--- config.mk ---
export PLATFORM = sky130hd
export DESIGN_NAME = sram_ahb_burst_master
export DESIGN_NICKNAME = d
export VERILOG_FILES = /design/src/rtl/sram_ahb_burst_master.sv
export SDC_FILE = /design/constraint.sdc
export NUM_CORES = 1
export LEC_CHECK = 0
export CAP_MARGIN = 10
export CORE_ASPECT_RATIO = 0.5
export CORE_MARGIN = 2
export CORE_UTILIZATION = 35
export CTS_CLUSTER_DIAMETER = 30
export DETAILED_ROUTE_END_ITERATION = 12
export PLACE_DENSITY_LB_ADDON = 0.05
export SYNTH_ARGS = -nofsm -noshare
export SYNTH_HDL_FRONTEND = slang
export SYNTH_SLANG_ARGS = --single-unit
--- constraint.sdc ---
create_clock -name hclk -period 11.3 [get_ports hclk]
set_clock_uncertainty 0.15 [all_clocks]
set_input_delay 1.695 -clock hclk [delete_from_list [all_inputs] [get_ports hclk]]
set_output_delay 1.695 -clock hclk [all_outputs]
set_load 0.05 [all_outputs]
--- src/rtl/sram_ahb_burst_master.sv ---
// rtl/sram_ahb_burst_master.sv - AHB-Lite incrementing burst master for SRAM read/write commands
module sram_ahb_burst_master #(
  parameter int BOUNDARY = 1024
) (
  input  logic        hclk,
  input  logic        hreset,
  input  logic        cmd_valid,
  output logic        cmd_ready,
  input  logic        cmd_write,
  input  logic [31:0] cmd_addr,
  input  logic [4:0]  cmd_len,
  input  logic [31:0] wd_data,
  output logic        wd_pop,
  output logic        rd_valid,
  output logic [31:0] rd_data,
  output logic        done,
  output logic        err,
  output logic [1:0]  htrans,
  output logic [31:0] haddr,
  output logic        hwrite,
  output logic [2:0]  hsize,
  output logic [2:0]  hburst,
  output logic [31:0] hwdata,
  input  logic        hready,
  input  logic [1:0]  hresp,
  input  logic [31:0] hrdata
);

  localparam logic [1:0] TRANS_IDLE   = 2'b00;
  localparam logic [1:0] TRANS_NONSEQ = 2'b10;
  localparam logic [1:0] TRANS_SEQ    = 2'b11;
  localparam logic [1:0] RESP_OKAY    = 2'b00;

  typedef enum logic [2:0] {
    S_IDLE,
    S_BUS,
    S_TAIL,
    S_ERR,
    S_DONE
  } state_t;

  state_t      state;
  logic [4:0]  len_q;
  logic [4:0]  issued;
  logic [4:0]  completed;

  logic [31:0] boundary_off;
  logic [32:0] burst_span;
  logic        cmd_illegal;
  logic [2:0]  burst_code;
  logic        resp_ok;
  logic        addr_accept;
  logic        data_done;

  // Bus width is fixed at one 32-bit word per beat
  assign hsize = 3'b010;

  // RETRY and SPLIT are folded into the error path along with ERROR
  assign resp_ok = (hresp == RESP_OKAY);

  // The current address phase is taken by the slave on any OKAY cycle with hready high
  assign addr_accept = (state == S_BUS) && hready && resp_ok;

  // A data phase is in flight whenever more addresses were accepted than data beats finished
  assign data_done = ((state == S_BUS) || (state == S_TAIL)) && hready && resp_ok &&
                     (issued != completed);

  // Show-ahead source is consumed exactly when a write address phase is accepted
  assign wd_pop = addr_accept && hwrite;

  // Command legality: word alignment, 1..16 beats, and no crossing of a BOUNDARY-aligned window
  always_comb begin
    boundary_off = cmd_addr % 32'(BOUNDARY);
    burst_span   = {1'b0, boundary_off} + {26'd0, cmd_len, 2'b00};
    cmd_illegal  = (cmd_addr[1:0] != 2'b00) || (cmd_len == 5'd0) || (cmd_len > 5'd16) ||
                   (burst_span > 33'(BOUNDARY));
  end

  // Fixed-length burst codes where the length matches, undefined-length INCR otherwise
  always_comb begin
    case (cmd_len)
      5'd1:    burst_code = 3'b000;
      5'd4:    burst_code = 3'b011;
      5'd8:    burst_code = 3'b101;
      5'd16:   burst_code = 3'b111;
      default: burst_code = 3'b001;
    endcase
  end

  // Command sequencing, address/data phase tracking and all registered outputs
  always_ff @(posedge hclk or posedge hreset) begin
    if (hreset) begin
      state     <= S_IDLE;
      len_q     <= 5'd0;
      issued    <= 5'd0;
      completed <= 5'd0;
      cmd_ready <= 1'b0;
      rd_valid  <= 1'b0;
      rd_data   <= 32'd0;
      done      <= 1'b0;
      err       <= 1'b0;
      htrans    <= TRANS_IDLE;
      haddr     <= 32'd0;
      hwrite    <= 1'b0;
      hburst    <= 3'b000;
      hwdata    <= 32'd0;
    end else begin
      done     <= 1'b0;
      err      <= 1'b0;
      rd_valid <= 1'b0;

      if (data_done) begin
        completed <= completed + 5'd1;
        if (!hwrite) begin
          rd_valid <= 1'b1;
          rd_data  <= hrdata;
        end
      end

      case (state)
        S_IDLE: begin
          cmd_ready <= 1'b1;
          if (cmd_valid && cmd_ready) begin
            cmd_ready <= 1'b0;
            len_q     <= cmd_len;
            issued    <= 5'd0;
            completed <= 5'd0;
            if (cmd_illegal) begin
              // Rejected commands never touch the bus
              state <= S_DONE;
              done  <= 1'b1;
              err   <= 1'b1;
            end else begin
              state  <= S_BUS;
              htrans <= TRANS_NONSEQ;
              haddr  <= cmd_addr;
              hwrite <= cmd_write;
              hburst <= burst_code;
            end
          end
        end

        S_BUS: begin
          if (!resp_ok) begin
            // Abandon the remaining beats; the pending address is withdrawn
            htrans <= TRANS_IDLE;
            if (hready) begin
              state <= S_DONE;
              done  <= 1'b1;
              err   <= 1'b1;
            end else begin
              state <= S_ERR;
            end
          end else if (hready) begin
            issued <= issued + 5'd1;
            if (hwrite) begin
              hwdata <= wd_data;
            end
            if (issued + 5'd1 == len_q) begin
              htrans <= TRANS_IDLE;
              state  <= S_TAIL;
            end else begin
              htrans <= TRANS_SEQ;
              haddr  <= haddr + 32'd4;
            end
          end
        end

        S_TAIL: begin
          if (!resp_ok) begin
            if (hready) begin
              state <= S_DONE;
              done  <= 1'b1;
              err   <= 1'b1;
            end else begin
              state <= S_ERR;
            end
          end else if (hready && (completed + 5'd1 == len_q)) begin
            state <= S_DONE;
            done  <= 1'b1;
          end
        end

        S_ERR: begin
          // Second cycle of the two-cycle error response
          if (hready) begin
            state <= S_DONE;
            done  <= 1'b1;
            err   <= 1'b1;
          end
        end

        S_DONE: begin
          state     <= S_IDLE;
          cmd_ready <= 1'b1;
          hwrite    <= 1'b0;
        end

        default: begin
          state <= S_IDLE;
        end
      endcase
    end
  end

endmodule

# Word-level counts from Yosys, hierarchy flattened
# Index checks and enable logic that the tools add are counted.
[totals]
regBits = 124
in_bits = 108
output_inout_bits = 110
wordCells = 115
[op_classes]
add_sub_neg = 4
n_lt_le_gt_ge = 2
n_eq_ne = 20
n_mux = 45
n_bitwise = 2
reduce_logical = 28
[op_table]
columns = ["op", "count"]
rows = [
  ["32-bit two-way mux", 5],
  ["32-bit one-hot mux with 2 select lines", 1],
  ["32-bit by 3-bit adder with 32-bit output, second input constant", 1],
  ["5-bit two-way mux", 6],
  ["3-bit two-way mux", 9],
  ["3-bit one-hot mux with 4 select lines", 2],
  ["2-bit != test, second input constant", 6],
  ["4-bit AND reduction", 3],
  ["10-bit by 7-bit adder with 11-bit output", 1],
  ["11-bit > comparator, second input constant", 1],
  ["1-bit two-way mux", 11],
  ["5-bit by 1-bit adder with 5-bit output, second input constant", 2],
  ["5-bit equality test", 2],
  ["2-bit two-way mux", 5],
  ["5-bit one-hot mux with 2 select lines", 1],
  ["1-bit logical AND", 8],
  ["3-bit by 2-bit equality test with 1-bit output, second input constant", 2],
  ["3-bit by 2-bit != test with 1-bit output, second input constant", 2],
  ["3-bit AND reduction", 2],
  ["6-bit AND reduction", 1],
  ["2-bit nonzero test", 3],
  ["5-bit by 1-bit equality test with 1-bit output, second input constant", 1],
  ["5-bit by 3-bit equality test with 1-bit output, second input constant", 1],
  ["5-bit by 4-bit equality test with 1-bit output, second input constant", 1],
  ["other kinds (18)", 24],
]

# Longest topological paths before layout
[depth]
word_depth = 8
depth_mapped = 11
mapped_depth_nobuf = 9

# Worst setup path after synthesis
# No wires, ideal clock.
[synth_timing]
path_kind = "input port to output port"
from = "in hresp[1]"
to = "out wd_pop"
t_arrival_ns = 3.071
required_ns = 9.455
setup_slack_ns = 6.384
path_stages = 6
path_buffers = 2
cell_sequence = "nor2_1 and3_1 clkbuf_1 nand2_1 buf_1 inv_1"
[synth_via]
elab_chain_cells = 3
[synth_lines]
columns = ["item", "line", "text"]
rows = [
  ["start, declared", "25", "input logic [1:0] hresp,"],
  ["2-bit logical NOT", "59", "assign resp_ok = (hresp == RESP_OKAY);"],
  ["1-bit logical AND", "62", "assign addr_accept = (state == S_BUS) && hready && resp_ok;"],
  ["1-bit logical AND", "69", "assign wd_pop = addr_accept && hwrite;"],
  ["end, declared", "13", "output logic wd_pop,"],
]
# Every way passes these cells.

# Final worst setup path
# Same ends and word-level chain as after synthesis.

==> results by group <==
Yosys
  – Synth area leaders: dfrtp_1 (50%), mux2_2 (12%), nand2_1 (3.2%)
  – Syn Std Cell Area: just over 0.006 mm^2
  – Syn avg cell area: between 10 and 15 um^2
  – Yosys warns: 0
  – Share of the synthesized area in the top cell type: 49.8%
  – Number of synthesized flops with an enable pin: 0
  – Distinct cells, synth: 70
  – Top_reg_cell synth: dfrtp_1
  – Ys async rst share: 100%
  – FF+latch count, synth: ~120
  – Sequential share of the synthesized area: roughly half
  – Post-Synthesis Cells: 583
  – Post-synth top area cell: dfrtp_1

Clock network
  – Clock root buffer: clkbuf_16
  – CTS clk-pin slew, worst paths: around 60 ps
  – CTS tree: built
  – Clock Latency Late Sink: 410 ps
  – CTS buffer count: 17
  – Clk buf depth: 2
  – Htree depth: 4
  – CTS hold repair buffers: 0
  – Setup Buffers After CTS: 0
  – Post-CTS sizing: 0
  – Num Clock Sinks: 124

Floorplanning
  – Die Ht: between 90 and 100 um
  – Num rows: 34
  – Initial Util: 35.8%
  – Placeable Area: between 0.015 and 0.02 mm^2
  – Die ar.: between 0.015 and 0.02 mm^2
  – Die Wd: slightly below 200 um
  – Top Ports: ~220

Detailed routing
  – Vias: between 5000 and 6000
  – Wire length per cell: approximately 18 um
  – Routed wire length: 18.4 mm
  – Antenna-violating nets left: 0
  – Starting DRC count in detailed routing: around 230
  – First drt pass iteration count: 5
  – Vias per cell: 5.23
  – Drt drc: 0

Setup path
  – Crit start category: input port
  – R2r worst-path depth: 6
  – Reg-to-Reg Start: state[1]
  – CP required: roughly 9500 ps
  – CP max FO: 33
  – RR Endpoint: haddr[10]
  – Critical path endpoint category: primary output
  – R2R Setup Slk: 7650 ps
  – CP Class: input port to primary output
  – CP arrival: ~4100 ps

Job
  – Max Cap Viol: 0

Global route
  – Largest net degree at the start of global routing: 74
  – Vias in the first global route: 5459
  – First-pass GRT wire length: between 20 and 30 mm
  – Tot GR Track Use: between 20% and 30%
  – Initial antenna violation count: 0
  – Overflow after GRT: 0

Layout
  – Final Core Density: approximately 53%
  – Commonest non-fill, non-tap cell in the layout: clkdlybuf4s50_1
  – Final cell count without fillers: approximately 1000
  – Layout area overhead: 48.7%
  – Layout cells sized above 1: 14.4%
  – Antenna diode count: 0
  – Final Net Count: around 900
  – Most frequent cells in the layout: clkdlybuf4s50_1 (214), dfrtp_1 (124), mux2_2 (65)

STA
  – Final Max Tran Viols: 0
  – Final Hold Vio Count: 0
  – Highest clock rate: approximately 0.17 GHz
  – Slew HR: between 30% and 40%
  – Setup_tns: 0 ps
  – Final worst-path cycle share: between 50% and 60%
  – Final setup fails: 0
  – RSZ-0062 raised after global routing: no
  – Worst Tran Pin Value: 988 ps
  – Tmin final: between 5000 and 6000 ps
  – WHS: around 330 ps

Power and ir drop
  – Leakage Power: between 4 and 5 nW
  – Worst VDD drop: between 0.15 and 0.2 mV
  – Cell Pwr Density: ~220 mW/mm^2

Place
  – Post-DP HPWL: roughly 13 mm
  – Post-Place Cells: 1008
  – Global placement routability congestion: 0.804
  – IO Port Bufs: roughly 210

Worst hold path
  – Hold path startpoint: htrans[1]
  – Hold-critical path depth: 2
  – Worst min path class: flip-flop to flip-flop
  – Min-Delay Endpoint: htrans[1]

Run status
  – Status: complete, no violations
-- worst max-delay path: stages --
cell	delay [ps]
clkdlybuf4s50_1	410
nor2_1	400
and3_1	320
nand2_1	70
buf_4	270
inv_1	90
clkdlybuf4s50_1	800
-- worst max path at each step --
stage	from	endpoint
final	hresp[1]	wd_pop
after global routing	hresp[1]	wd_pop
after CTS	hresp[1]	wd_pop
after detailed placement	hresp[1]	wd_pop
after global placement	hresp[1]	wd_pop
after floorplan	hreset	cmd_ready
-- metal layers --
layer | GRT usage, % | wire [um] | part of all wire, % | vias to the layer above
li1 | - | - | - | 2567
met1 | 27.8 | 8740 | 48 | 2674
met2 | 31.6 | 8260 | 45 | 183
met3 | 4.82 | 1200 | 6.5 | 15
met4 | 5.40 | 152 | 0.83 | 0
met5 | 0 | 0 | 0 | -
-- metrics by stage --
stage / cell area [um^2] / power, mW / worst slack (ps)
floorplan: 6230 / 1.10 / 6160
global route: 9260 / 2.10 / 5270
global placement: 8590 / 1.38 / 5440
CTS: 9260 / 2.02 / 5370
detailed placement: 8590 / 1.38 / 5370
finish: 9260 / 2.00 / 5360
-- cell usage after synthesis (4+ instances only) --
cell,instances
dfrtp_1,124
mux2_2,65
nand2_1,53
nor2_1,44
o21ai_0,34
nand3_1,24
a21oi_1,17
clkbuf_1,17
xnor2_1,12
and3_1,11
nand4_1,11
nor3_1,11
and2_1,10
inv_1,10
xor2_1,9
ha_1,8
a31oi_1,6
a32o_1,6
a211oi_1,5
a22oi_1,5
buf_2,5
or3_1,5
a41oi_1,4
buf_1,4
nor2b_1,4
o2111a_1,4
o311ai_0,4
o32a_1,4
-- report_power, final --
group / total [mW] / leakage [nW] / switching, mW / internal, mW
registers: 0.644 / 1.65 / 0.111 / 0.533
clock network: 0.625 / 0.326 / 0.201 / 0.424
logic: 0.734 / 2.04 / 0.461 / 0.273
-- layout make-up --
type / count / area, um^2
Fill cell: 1583 / 8140
Inverter: 11 / 43.8
Timing Repair Buffer: 220 / 2190
Clock buffer: 20 / 457
Tap cell: 234 / 293
Multi-Input combinational cell: 419 / 2960
Sequential cell: 124 / 3100
Clock inverter: 11 / 215
-- logic make-up (layout without fill, tap and decap cells) --
| group | after synthesis | after routing | synth area share [%] |
|---|---|---|---|
| simple gates | 193 | 193 | 15.3 |
| flops | 124 | 124 | 49.8 |
| compound gates | 123 | 123 | 14.1 |
| mux | 68 | 68 | 12.3 |
| buf+inv | 41 | 262 | 2.87 |
| xor+xnor | 22 | 22 | 3.32 |
| fa+ha+maj | 10 | 10 | 2.09 |
| other cells | 2 | 3 | 0.121 |
-- registers in the layout, indices dropped and copies added, names as in the netlist --
name / flops
done: 1
haddr: 32
len_q: 5
hburst: 3
hwdata: 32
hwrite: 1
issued: 5
state: 3
rd_data: 32
htrans: 2
rd_valid: 1
completed: 5
cmd_ready: 1
err: 1
Note: power is estimated with default switching activity, not from simulation.
